File: config.mk
export PLATFORM = sky130hd
export DESIGN_NAME = regwb
export DESIGN_NICKNAME = d
export VERILOG_FILES = /design/src/rtl/regwb.sv
export SDC_FILE = /design/constraint.sdc
export NUM_CORES = 1
export LEC_CHECK = 0
export CORE_MARGIN = 1.5
export CORE_UTILIZATION = 44
export CTS_CLUSTER_DIAMETER = 30
export DETAILED_ROUTE_END_ITERATION = 16
export PLACE_DENSITY = 0.65
export SLEW_MARGIN = 20
export SYNTH_ARGS = -nofsm -noshare
export SYNTH_HDL_FRONTEND = slang
export SYNTH_SLANG_ARGS = --single-unit
File: constraint.sdc
create_clock -name clk -period 4.1 [get_ports clk]
set_input_delay 0.82 -clock clk [delete_from_list [all_inputs] [get_ports clk]]
set_output_delay 0.82 -clock clk [all_outputs]
set_load 0.02 [all_outputs]
File: src/rtl/regwb.sv
// Write-back arbiter and in-order queue feeding the single register-file write port.
// Two producers round-robin into a small FIFO; the head (or a bypassed result) drives we/wreg/wdata.
module regwb #(
    parameter int DEPTH = 4
) (
    input  logic                       clk,
    input  logic                       rst_n,
    input  logic                       s0_valid,
    output logic                       s0_ready,
    input  logic [4:0]                 s0_reg,
    input  logic [31:0]                s0_data,
    input  logic                       s1_valid,
    output logic                       s1_ready,
    input  logic [4:0]                 s1_reg,
    input  logic [31:0]                s1_data,
    input  logic                       hold,
    output logic                       we,
    output logic [4:0]                 wreg,
    output logic [31:0]                wdata,
    output logic [31:0]                pend,
    output logic [$clog2(DEPTH+1)-1:0] count
);

    // DEPTH must be a power of two so the pointers wrap for free.
    localparam int AW = $clog2(DEPTH);
    localparam int CW = $clog2(DEPTH + 1);

    // Handshake: a result transfers on a cycle where sX_valid and sX_ready are both high;
    // the producer keeps valid/reg/data stable until that cycle.

    typedef struct packed {
        logic [4:0]  idx;
        logic [31:0] data;
    } wb_t;

    wb_t            mem [DEPTH];
    logic [AW-1:0]  rd_ptr;
    logic [AW-1:0]  wr_ptr;
    logic [CW-1:0]  cnt;
    logic           rr;

    logic           grant0;
    logic           grant1;
    logic           not_full;
    logic           fifo_empty;
    logic           acc;
    logic           acc_live;
    logic           contended;
    wb_t            acc_ent;
    logic           pop;
    logic           push;
    logic           bypass;

    logic [31:0]    pend_c;
    logic [AW-1:0]  slot_off;

    // Arbitration and datapath steering
    always_comb begin
        grant0 = 1'b0;
        grant1 = 1'b0;
        if (s0_valid && s1_valid) begin
            grant0 = !rr;
            grant1 = rr;
        end else begin
            grant0 = s0_valid;
            grant1 = s1_valid;
        end

        not_full   = (cnt < CW'(DEPTH));
        fifo_empty = (cnt == '0);

        s0_ready = grant0 && not_full;
        s1_ready = grant1 && not_full;

        acc       = s0_ready || s1_ready;
        acc_ent   = s1_ready ? wb_t'{idx: s1_reg, data: s1_data}
                             : wb_t'{idx: s0_reg, data: s0_data};
        // Writes to r0 finish the handshake but never touch the queue.
        acc_live  = acc && (acc_ent.idx != 5'd0);
        // rr only moves when a contended offer actually transfers, so a stalled loser keeps priority.
        contended = s0_valid && s1_valid && acc;

        pop    = !hold && !fifo_empty;
        bypass = !hold && fifo_empty && acc_live;
        push   = acc_live && !bypass;
    end

    always_ff @(posedge clk or negedge rst_n) begin
        if (!rst_n) begin
            rd_ptr <= '0;
            wr_ptr <= '0;
            cnt    <= '0;
            rr     <= 1'b0;
        end else begin
            if (push) begin
                wr_ptr <= wr_ptr + AW'(1);
            end
            if (pop) begin
                rd_ptr <= rd_ptr + AW'(1);
            end
            case ({push, pop})
                2'b10:   cnt <= cnt + CW'(1);
                2'b01:   cnt <= cnt - CW'(1);
                default: cnt <= cnt;
            endcase
            if (contended) begin
                rr <= !rr;
            end
        end
    end

    // Storage is not reset: occupancy alone decides which slots are meaningful.
    always_ff @(posedge clk) begin
        if (push) begin
            mem[wr_ptr] <= acc_ent;
        end
    end

    always_ff @(posedge clk or negedge rst_n) begin
        if (!rst_n) begin
            we    <= 1'b0;
            wreg  <= '0;
            wdata <= '0;
        end else if (hold) begin
            we <= 1'b0;
        end else if (pop) begin
            we    <= 1'b1;
            wreg  <= mem[rd_ptr].idx;
            wdata <= mem[rd_ptr].data;
        end else if (bypass) begin
            we    <= 1'b1;
            wreg  <= acc_ent.idx;
            wdata <= acc_ent.data;
        end else begin
            we <= 1'b0;
        end
    end

    // A slot is live when its distance from the read pointer is below the occupancy.
    always_comb begin
        pend_c   = '0;
        slot_off = '0;
        for (int i = 0; i < DEPTH; i++) begin
            slot_off = AW'(i) - rd_ptr;
            if (CW'(slot_off) < cnt) begin
                pend_c[mem[i].idx] = 1'b1;
            end
        end
        if (we) begin
            pend_c[wreg] = 1'b1;
        end
        pend_c[0] = 1'b0;
    end

    assign pend  = pend_c;
    assign count = cnt;

endmodule

==> results.sh <==
export IMPL_ys_types=55
export IMPL_vias_per_cell=6.20
export IMPL_grt_pass1_vias=7583
export IMPL_dieWidth_um=154
export IMPL_clock_sinks=194
export IMPL_required_ps=3280
export IMPL_cts_buffers=17
export IMPL_final_util_pct=57.5
export IMPL_slew_violations=0
export IMPL_initial_core_util_pct=45.3
export IMPL_final_area_um2=12700
export IMPL_layout_cells_non_filler=1198
export IMPL_placed_cell_area_um2=12000
export IMPL_layout_commonest_cell="edfxtp_1"
export IMPL_dp_cells=1166
export IMPL_seq_area_frac_synth_pct=56.1
export IMPL_reg2reg_depth=7
export IMPL_diodes=0
export IMPL_ios=154
export IMPL_r2r_end="mem[2][29]$_DFFE_PP_"
export IMPL_clockBufferDepth=2
export IMPL_drc=0
export IMPL_num_nets_final=994
export IMPL_setup_worst_path_end_class="output port"
export IMPL_via_count=7424
export IMPL_status="complete, no violations"
export IMPL_syn2layout_area_growth_pct=26.9
export IMPL_cp_max_fo=8
export IMPL_avgSynthCellArea_um2=13.3
export IMPL_clk_insertion_delay_late_ps=440
export IMPL_ir_drop_mv=0.360
export IMPL_synth_edf_count=148
export IMPL_synthArstFlopShare_pct=23.7
export IMPL_synth_nets=839
export IMPL_synth_seq_cells=194
export IMPL_worst_pin_slew_ps=839
export IMPL_finClkSkew_ps=15.1
export IMPL_power_per_cell_area_nw_per_um2=707
export IMPL_port_buffers=152
export IMPL_drt_pass1_iterations=6
export IMPL_grt_usage_pct=26.0
export IMPL_hold_path_class="input port to async pin"
export IMPL_holdBufCountCts=0
export IMPL_antenna_found_initial=0
export IMPL_path_class="flop to output port"
export IMPL_synth_warning_count=0
export IMPL_wl_um=30100
export IMPL_post_route_cells_drive_above_1_share_pct=20.4
export IMPL_gp_congestion=0.879
export IMPL_rsz0062_at_grt="true"
export IMPL_cts_root_buf="clkbuf_16"
export IMPL_num_rows=54
export IMPL_detailedPlace_worstSlack_ps=319
export IMPL_cp_arrival_ps=3190
export IMPL_setup_slack_ps=86.7
export IMPL_overflow=0
export IMPL_r2r_start="count[2]$_DFFE_PN0P_"
export IMPL_drt_wirelength_per_cell_um=25.1
export IMPL_period_minus_slack_ps=4010
export IMPL_grt_pass1_wl_um=45900
export IMPL_synth_area_um2=9970
export IMPL_p_leak_nw=4.57
export IMPL_layout_common_cells="edfxtp_1, clkdlybuf4s50_1, buf_4"
export IMPL_setup_viol=0
export IMPL_coreArea_um2=22000
export IMPL_cp_start_kind="flop"
export IMPL_hold_viol=0
export IMPL_dp_hpwl_um=20800
export IMPL_fp_dieArea_um2=23600
export IMPL_synthCells=750
export IMPL_min_period_over_period_pct=97.9
export IMPL_grt_max_degree=72
export IMPL_holdWs_ps=413
export IMPL_synth_flop_cell="edfxtp_1"
export IMPL_htree_levels=4
export IMPL_cap_violations=0
export IMPL_detail_route_antenna_nets=0
export IMPL_rrSetupSlack_ps=1310
export IMPL_timing_fmax_ghz=0.249
export IMPL_postCtsSetupBuffers=0
export IMPL_drt_initial_drc_count=429
export IMPL_slew_headroom_pct=44.0
export IMPL_total_power_mw=8.95
export IMPL_clk_pin_slew_ps=80
export IMPL_tns_ps=0
export IMPL_chipHeight_um=154
export IMPL_tritoncts="done"
## cell type report
| cell class | instances | area (µm²) |
|---|---|---|
| Sequential cell | 194 | 5600 |
| Inverter | 14 | 52.6 |
| Timing Repair Buffer | 200 | 1900 |
| Clock buffer | 18 | 429 |
| Tap cell | 280 | 350 |
| Multi-Input combinational cell | 478 | 4140 |
| Clock inverter | 14 | 179 |
| Fill cell | 1799 | 9370 |
## per-layer routing
metal | global-route usage [%] | up-vias | wire (µm)
met5 | 0 | - | 0
li1 | - | 3309 | -
met3 | 4.31 | 45 | 1730
met1 | 34.2 | 3753 | 12500
met4 | 8.60 | 0 | 751
met2 | 43.9 | 317 | 15200
## where the power goes
part	internal, mW	switching [mW]
logic	1.89	2.24
registers	2.76	0.395
clock network	0.831	0.843
total	5.48	3.48
## timing repair
action / CTS / global route
cloned: 0 / 0
setup endpoints to repair: 15 / 30
resized for setup: 6 / 21
## cells in the mapped netlist, types with 4 or more instances
cell,count,area share [%]
dfrtp_1,46,12
o211ai_1,4,0.30
o311a_1,33,3.3
clkbuf_1,41,1.5
and3_1,5,0.31
buf_2,11,0.55
nor4b_1,4,0.35
o21ai_0,5,0.25
mux2_2,34,3.8
inv_1,13,0.49
nor3_1,7,0.35
a2bb2oi_1,6,0.53
a311o_1,33,3.3
mux4_2,37,8.4
nand3_1,29,1.5
buf_1,10,0.38
xnor2_1,5,0.44
a21oi_1,20,1.0
ha_1,9,1.1
or2_2,8,0.50
a21boi_0,4,0.30
nand4_1,16,1.0
nand2_1,42,1.6
a2111oi_0,16,1.4
and2_1,41,2.6
edfxtp_1,148,45
nor2b_1,16,1.0
nand2b_1,13,0.82
a22oi_1,31,2.3
nor2_1,25,0.94
## sequential cells by signal, summed over array words and instances, names as in the netlist
register / cells
wr_ptr: 2
rr: 1
mem: 148
wreg: 5
we: 1
count: 3
wdata: 32
rd_ptr: 2
## logic make-up after synthesis
| logic type | after synthesis | share of synthesized area, % |
|---|---|---|
| compound gates | 165 | 14.2 |
| xor+xnor | 8 | 0.703 |
| fa+ha+maj | 10 | 1.33 |
| buf+inv | 78 | 3.15 |
| flops | 194 | 56.1 |
| mux | 71 | 12.2 |
| other cells | 1 | 0.0376 |
| simple gates | 223 | 12.3 |
## worst max path at each step
stage | start | to | slack, ps
3_5_place_dp | rd_ptr[0]$_DFFE_PN0P_ | pend[13] | 320
4_1_cts | rd_ptr[0]$_DFFE_PN0P_ | pend[30] | -1
6_report | rd_ptr[0]$_DFFE_PN0P_ | pend[13] | 90
5_1_grt | rd_ptr[0]$_DFFE_PN0P_ | pend[14] | -50
3_3_place_gp | rd_ptr[0]$_DFFE_PN0P_ | pend[13] | 340
2_1_floorplan | rd_ptr[1]$_DFFE_PN0P_ | pend[16] | 620
## critical path, stage by stage, from the launching register on
cell and delay [ps]:
dfrtp_2 460, xor2_1 190, ha_1 280, nor2b_2 230, a2111oi_2 540, buf_4 230
a22oi_1 90, nand3_1 140, clkdlybuf4s50_1 610
Note: power is estimated with default switching activity, not from simulation.
